$ cat src/rtl/reg_wb_arbiter.sv
// rtl/reg_wb_arbiter.sv - ALU/load write-back merge onto the GPR file's single write port

module reg_wb_fifo #(
    parameter int N     = 32,
    parameter int AW    = 5,
    parameter int DEPTH = 2
) (
    input  logic          clk,
    input  logic          rst,
    input  logic          push,
    input  logic [AW-1:0] push_rd,
    input  logic [N-1:0]  push_data,
    input  logic          pop,
    output logic          full,
    output logic          empty,
    output logic [AW-1:0] head_rd,
    output logic [N-1:0]  head_data,
    input  logic [AW-1:0] qaddr1,
    input  logic [AW-1:0] qaddr2,
    output logic          qhit1,
    output logic          qhit2
);
    localparam int PW = $clog2(DEPTH);
    localparam logic [PW:0] DEPTH_C = (PW+1)'(DEPTH);

    logic [AW-1:0] rd_mem   [DEPTH];
    logic [N-1:0]  data_mem [DEPTH];
    logic [PW-1:0] wr_ptr;
    logic [PW-1:0] rd_ptr;
    logic [PW:0]   count;

    assign full      = (count == DEPTH_C);
    assign empty     = (count == '0);
    assign head_rd   = rd_mem[rd_ptr];
    assign head_data = data_mem[rd_ptr];

    // Pointers wrap naturally because DEPTH is a power of two.
    always_ff @(posedge clk) begin
        if (rst) begin
            wr_ptr <= '0;
            rd_ptr <= '0;
            count  <= '0;
        end else begin
            if (push) begin
                rd_mem[wr_ptr]   <= push_rd;
                data_mem[wr_ptr] <= push_data;
                wr_ptr           <= wr_ptr + 1'b1;
            end
            if (pop) begin
                rd_ptr <= rd_ptr + 1'b1;
            end
            case ({push, pop})
                2'b10:   count <= count + 1'b1;
                2'b01:   count <= count - 1'b1;
                default: count <= count;
            endcase
        end
    end

    // An entry is live when its distance from the read pointer is below count.
    always_comb begin
        qhit1 = 1'b0;
        qhit2 = 1'b0;
        for (int i = 0; i < DEPTH; i++) begin
            if ({1'b0, PW'(i) - rd_ptr} < count) begin
                if (rd_mem[i] == qaddr1) qhit1 = 1'b1;
                if (rd_mem[i] == qaddr2) qhit2 = 1'b1;
            end
        end
    end
endmodule

module reg_wb_arbiter #(
    parameter int N          = 32,
    parameter int GPRS       = 32,
    parameter int FIFO_DEPTH = 2,
    localparam int AW        = $clog2(GPRS)
) (
    input  logic          clk,
    input  logic          rst,
    input  logic          alu_valid,
    output logic          alu_ready,
    input  logic [AW-1:0] alu_rd,
    input  logic [N-1:0]  alu_data,
    input  logic          mem_valid,
    output logic          mem_ready,
    input  logic [AW-1:0] mem_rd,
    input  logic [N-1:0]  mem_data,
    output logic          we3,
    output logic [AW-1:0] addr3,
    output logic [N-1:0]  wd3,
    input  logic [AW-1:0] raddr1,
    input  logic [AW-1:0] raddr2,
    output logic          byp1_hit,
    output logic [N-1:0]  byp1_data,
    output logic          byp2_hit,
    output logic [N-1:0]  byp2_data,
    output logic          pend1,
    output logic          pend2
);
    logic          alu_full, alu_empty, mem_full, mem_empty;
    logic          alu_push, mem_push;
    logic          grant_alu, grant_mem;
    logic [AW-1:0] alu_head_rd, mem_head_rd;
    logic [N-1:0]  alu_head_data, mem_head_data;
    logic          alu_q1, alu_q2, mem_q1, mem_q2;
    logic          pref_mem;

    assign alu_ready = !rst && !alu_full;
    assign mem_ready = !rst && !mem_full;

    // Writes to x0 finish the handshake but are never queued.
    assign alu_push = alu_valid && alu_ready && (alu_rd != '0);
    assign mem_push = mem_valid && mem_ready && (mem_rd != '0);

    reg_wb_fifo #(.N(N), .AW(AW), .DEPTH(FIFO_DEPTH)) u_alu_fifo (
        .clk       (clk),
        .rst       (rst),
        .push      (alu_push),
        .push_rd   (alu_rd),
        .push_data (alu_data),
        .pop       (grant_alu),
        .full      (alu_full),
        .empty     (alu_empty),
        .head_rd   (alu_head_rd),
        .head_data (alu_head_data),
        .qaddr1    (raddr1),
        .qaddr2    (raddr2),
        .qhit1     (alu_q1),
        .qhit2     (alu_q2)
    );

    reg_wb_fifo #(.N(N), .AW(AW), .DEPTH(FIFO_DEPTH)) u_mem_fifo (
        .clk       (clk),
        .rst       (rst),
        .push      (mem_push),
        .push_rd   (mem_rd),
        .push_data (mem_data),
        .pop       (grant_mem),
        .full      (mem_full),
        .empty     (mem_empty),
        .head_rd   (mem_head_rd),
        .head_data (mem_head_data),
        .qaddr1    (raddr1),
        .qaddr2    (raddr2),
        .qhit1     (mem_q1),
        .qhit2     (mem_q2)
    );

    assign grant_alu = !alu_empty && (mem_empty || !pref_mem);
    assign grant_mem = !mem_empty && !grant_alu;

    always_ff @(posedge clk) begin
        if (rst) begin
            we3      <= 1'b0;
            addr3    <= '0;
            wd3      <= '0;
            pref_mem <= 1'b0;
        end else if (grant_alu) begin
            we3      <= 1'b1;
            addr3    <= alu_head_rd;
            wd3      <= alu_head_data;
            pref_mem <= 1'b1;
        end else if (grant_mem) begin
            we3      <= 1'b1;
            addr3    <= mem_head_rd;
            wd3      <= mem_head_data;
            pref_mem <= 1'b0;
        end else begin
            we3      <= 1'b0;
        end
    end

    assign byp1_hit  = we3 && (raddr1 != '0) && (raddr1 == addr3);
    assign byp2_hit  = we3 && (raddr2 != '0) && (raddr2 == addr3);
    assign byp1_data = wd3;
    assign byp2_data = wd3;

    // Queued entries only; the write on the port is covered by bypass.
    assign pend1 = (raddr1 != '0) && (alu_q1 || mem_q1);
    assign pend2 = (raddr2 != '0) && (alu_q2 || mem_q2);
endmodule

$ cat config.mk
export PLATFORM = sky130hd
export DESIGN_NAME = reg_wb_arbiter
export DESIGN_NICKNAME = d
export VERILOG_FILES = /design/src/rtl/reg_wb_arbiter.sv
export SDC_FILE = /design/constraint.sdc
export NUM_CORES = 1
export LEC_CHECK = 0
export CORE_ASPECT_RATIO = 0.7
export CORE_UTILIZATION = 36
export CTS_BUF_LIST = sky130_fd_sc_hd__clkbuf_8
export CTS_CLUSTER_DIAMETER = 40
export DETAILED_ROUTE_END_ITERATION = 6
export HOLD_SLACK_MARGIN = 0.1
export SLEW_MARGIN = 20
export SYNTH_ARGS = -nofsm -noshare
export SYNTH_HDL_FRONTEND = slang
export SYNTH_SLANG_ARGS = --single-unit
$ cat constraint.sdc
create_clock -name clk -period 7.92 [get_ports clk]
set_clock_uncertainty 0.15 [all_clocks]
set_input_delay 1.584 -clock clk [delete_from_list [all_inputs] [get_ports clk]]
set_output_delay 1.584 -clock clk [all_outputs]
set_load 0.02 [all_outputs]
======== Yosys cells after proc, flatten, opt, wreduce, memory -nomap -nowiden ========
Memories as Yosys holds them, arrays and structs flattened. A register that Yosys moved wholly into a read port is not among the register bits.
Index checks and enable logic that the tools add are counted.
word-level totals
  bits in registers ....................... 47
  bits in writable memories ............... 148
  input port bits ......................... 88
  logic and storage cells ................. 119
  memories kept ........................... 4
memory list
  name                 depth  bits a word  rd ports  clocked after memory_dff  write ports  line  RTL
  u_alu_fifo.data_mem  2      32           1         1                         1            27    logic [N-1:0] data_mem [DEPTH];
  u_mem_fifo.data_mem  2      32           1         1                         1            27
  u_alu_fifo.rd_mem    2      5            3         1                         1            26    logic [AW-1:0] rd_mem [DEPTH];
  u_mem_fifo.rd_mem    2      5            3         1                         1            26
cells by class
  add/sub/neg operators ................... 12
  $lt $le $gt $ge ......................... 4
  eq/ne operators ......................... 16
  muxes and demuxes ....................... 40
  reduce and logical (&&, ||, !) cells .... 33
operator list
  kind                   count
  $mux W32               2
  $eq A5 B5 Y1           10
  $mux W1                34
  $reduce_bool A5 Y1     4
  $logic_and A1 B1 Y1    14
  $mux W5                2
  $eq A2 B2 Y1 const B   4
  $lt A1 B2 Y1           4
  $pmux W2 S2            2
  $logic_not A1 Y1       7
  $reduce_bool A2 Y1     3
  $add A1 B1 Y1 const B  4
  $add A2 B1 Y2 const B  2
  $eq A2 B1 Y1 const B   2
  $logic_not A2 Y1       2
  $sub A1 B1 Y1 const A  4
  $sub A2 B1 Y2 const B  2
  $logic_or A1 B1 Y1     3

======== Longest topological paths before layout ========
  word-level depth ........................ 8
  mapped depth ............................ 9
  gate-level depth less buffers ........... 7

======== Modules after synthesis ========
From an unflattened synthesis, not the netlist that was laid out.
unflattened totals
  cell total of the unflattened synthesis .. 569
  area total of the unflattened synthesis .. 8454.4 µm²
by module, submodules not included
  module          times used  cells an instance  area each (µm²)  seq. area each (µm²)
  reg_wb_fifo     2           169                3111.7           2322.2
  reg_wb_arbiter  1           231                2230.9           780.7

======== Worst setup path before layout ========
Ideal clock, no wire load.
  path kind ............................... input port to output port
  from .................................... input raddr2[0]
  to ...................................... output pend2
  data arrival time ....................... 2.860 ns
  slack ................................... 3.326 ns
  stages on the path ...................... 6
  path buffers ............................ 1
  cells stage by stage .................... buf_2 -> xor2_1 -> or4_1 -> nor3_2 -> a31oi_1 -> a21oi_1
on the way
  word-level cells in the longest chain between the ends .. 7
  elaborated cells on any way between the ends .. 15
  those cells by class .................... 4 x eq/ne; 8 x mux; 3 x reduce/logical
RTL lines
  what                   line  RTL
  start: declaration     93    input logic [AW-1:0] raddr2,
  $eq A5 B5 Y1           67    if (rd_mem[i] == qaddr2) qhit2 = 1'b1;
  $mux W1                67
  $mux W1                65    if ({1'b0, PW'(i) - rd_ptr} < count) begin
  $mux W1                67
  $mux W1                65
  $logic_or A1 B1 Y1     181   assign pend2 = (raddr2 != '0) && (alu_q2 || mem_q2);
  $logic_and A1 B1 Y1 *  181
  end: declaration       99    output logic pend2
Mark *: on every way between the ends. The rest lies on a longest branch, timed or not.

======== Worst setup path in the final report ========
Ends and elaborated chain as after synthesis.

==> flow_summary.toml <==
[timing]
hold_violations = 0
post-route-min-period_ps = 5639
holdWs_ps = 343.8
max_slew_margin_pct = 30.06
setup_viol = 0
worst_slew_pin_slew_ps = 1047
drv_slew = 0
fin_crit_sh_pct = 71.20
rsz0062_at_grt = "false"
worst_slack_ps = 2281
setup_tns_ps = 0
fmax_mhz = 177.3

[grt]
grt_overflow = 0
grt.total_usage_pct = 17.30
grt_max_degree = 52
grt_pass1_wl_mm = 30.57
grt_pass1_vias = 5310
antenna_found_initial = 0

[worst_setup_path]
critPathMostFrequentCell = "clkdlybuf4s50_1"
critPathBufInv = 2
worstPathArrival_ps = 3910
cpPeakStageDelay_ps = 630
reg2reg_setup_slack_ps = 5240
crit_path_start_kind = "input pin"
crit_chain = "clkdlybuf4s50_1, xor2_1, or4_1, nor3_2, a31oi_1, a21oi_1, clkdlybuf4s50_1"
crit_type = "input pin to output port"
cp_top_family = "buffers and inverters"
crit_fanout = 6
cp-end-kind = "output port"
critPathSlowestCell = "clkdlybuf4s50_1"
required_ps = 6190

[drt]
ant_nets = 0
drt_pre_antenna_iters = 5
vias = 5201
wl_per_cell_um = 19.42
routed_wirelength_mm = 20.67
remaining_drc_errors = 0
drtIter0Drc = 383
viasPerCell = 4.888

[cts]
cts_tree = "done"
cts.sinks = 197
cts_resized = 0
hold_buffers = 0
cts_setup_buffers = 0
clockRootBuffer = "clkbuf_8"
clk_pin_slew_ps = 90
clock_path_buffers = 2
clk-insertion-delay-late_ps = 460
htreeDepth = 4
cts_made_buffers = 17

[synthesis]
synth_top_cell_area_share_pct = 52.24
synthTopCellsByArea = "edfxtp_1 52%, dfxtp_1 12%, mux2_2 7.8%"
ys_types = 35
synth_seq_cells = 197
synthCells = 621
netlist_area_um2 = 8508
syn_area_per_cell_um2 = 13.70
ys_seq_area_share_pct = 63.76
ys_warn_count = 0
synth_nets = 711
synth_top_area_cell = "edfxtp_1"

[final_layout]
final_cell_count_no_fill = 1064
nets = 829
final_util_pct = 46.52
stdcell_area_um2 = 10660
area_growth_syn_to_layout_pct = 25.25
antennaDiodeCount = 0
drive_gt1_share_pct = 14.89

[placement]
io_buffers = 195
dpl_cell_area_um2 = 10250
hpwl_mm = 13.53
pre_cts_ws_ps = 2276
dp.cells = 1032
gp_congestion = 0.8782

[outcome]
status = "finished, final reports clean"

[floorplanning]
initial_utilization_pct = 37.14
die_y_um = 130.6
core_um2 = 22910
die_w_um = 185.7
std_cell_rows = 46
dieArea_um2 = 24260
io_pins = 196

[power]
finalPower_mw = 3.685
power.density_nw_per_um2 = 345.8
vdd_drop_max_uv = 202.7
leakage_nw = 3.468

[worst_hold_path]
hold_class = "flop to flop"

[run]
maxCapViolations = 0
final timing paths:
kind / cells past startpoint / startpoint / to
max: 7 / raddr2[0] / pend2
min: 2 / byp1_data[6] / byp1_data[6]
max reg2reg: 5 / u_mem_fifo.count[0] / u_mem_fifo.count[1]
min reg2reg: 2 / byp1_data[6] / byp1_data[6]
per-layer routing:
metal / share of wire, % / wire length (um) / global-route usage [%]
met3: 7.4 / 1526 / 4.850
met4: 0.73 / 150 / 3.857
met5: 0 / 0 / 0
met2: 47 / 9654 / 28.29
met1: 45 / 9336 / 22.93
cells in the final DEF, fill, tap and decap left out, drive strengths merged, types with 3 or more instances in the layout:
cell	synthesis	routed
nand2	39	39
or4	6	6
nand4	3	3
nor2b	5	5
inv	6	14
a31oi	4	4
edfxtp	148	148
a22oi	32	32
clkinv	0	3
mux2	64	64
a211o	5	5
mux2i	5	5
xor2	30	30
clkbuf	10	17
dfxtp	49	49
clkdlybuf4s50	0	194
nor2	21	21
a21oi	48	48
nor3	3	3
a211oi	5	5
xnor2	28	28
nor4	8	8
buf	93	8
worst min-delay path, stage by stage, from the launching register on:
cell and delay [ps]:
dfxtp_1 350, nand2_1 60, a21oi_1 50
cell families after synthesis:
family | share of synthesized area, %
AOI/OAI and AO/OA | 7.441
and+or+nand+nor | 5.117
xor gates and xnor gates | 5.971
DFF | 63.76
adders and majority gates | 0.2941
buffers and inverters | 8.353
muxes | 9.059
cell type report:
cell class / count / area [um2]
fillers: 2081 / 12250
flip-flops and latches: 197 / 5433
multi-input cells: 315 / 2407
repair buffers: 202 / 1999
well taps: 312 / 390.4
clock buffers: 17 / 234.0
clock inverters: 15 / 170.2
inverters: 6 / 22.52
registers in the layout (all words and copies together) (netlist names), 2 cells and up, named ones only:
signal	count
addr3	5
byp1_data	32
u_alu_fifo.count	2
u_alu_fifo.data_mem	64
u_alu_fifo.rd_mem	10
u_mem_fifo.count	2
u_mem_fifo.data_mem	64
u_mem_fifo.rd_mem	10
cells in the mapped netlist, drive strengths merged:
cell type  instances
a31oi              4
o21a               1
ha                 2
or4                6
o21ai              2
nor3               3
clkbuf            10
inv                6
mux2              64
nor4               8
xor2              30
nor2              21
a22oi             32
o211ai             2
mux2i              5
or3                2
a21oi             48
edfxtp           148
nand4              3
nand2             39
a211o              5
dfxtp             49
a211oi             5
nor2b              5
buf               93
xnor2             28
power by group:
part           switching (mW)  internal (mW)
Sequential              0.225           1.28
Clock                   0.372          0.289
Combinational           0.803          0.717
Total                    1.40           2.28
Note: power is estimated with default switching activity, not from simulation.
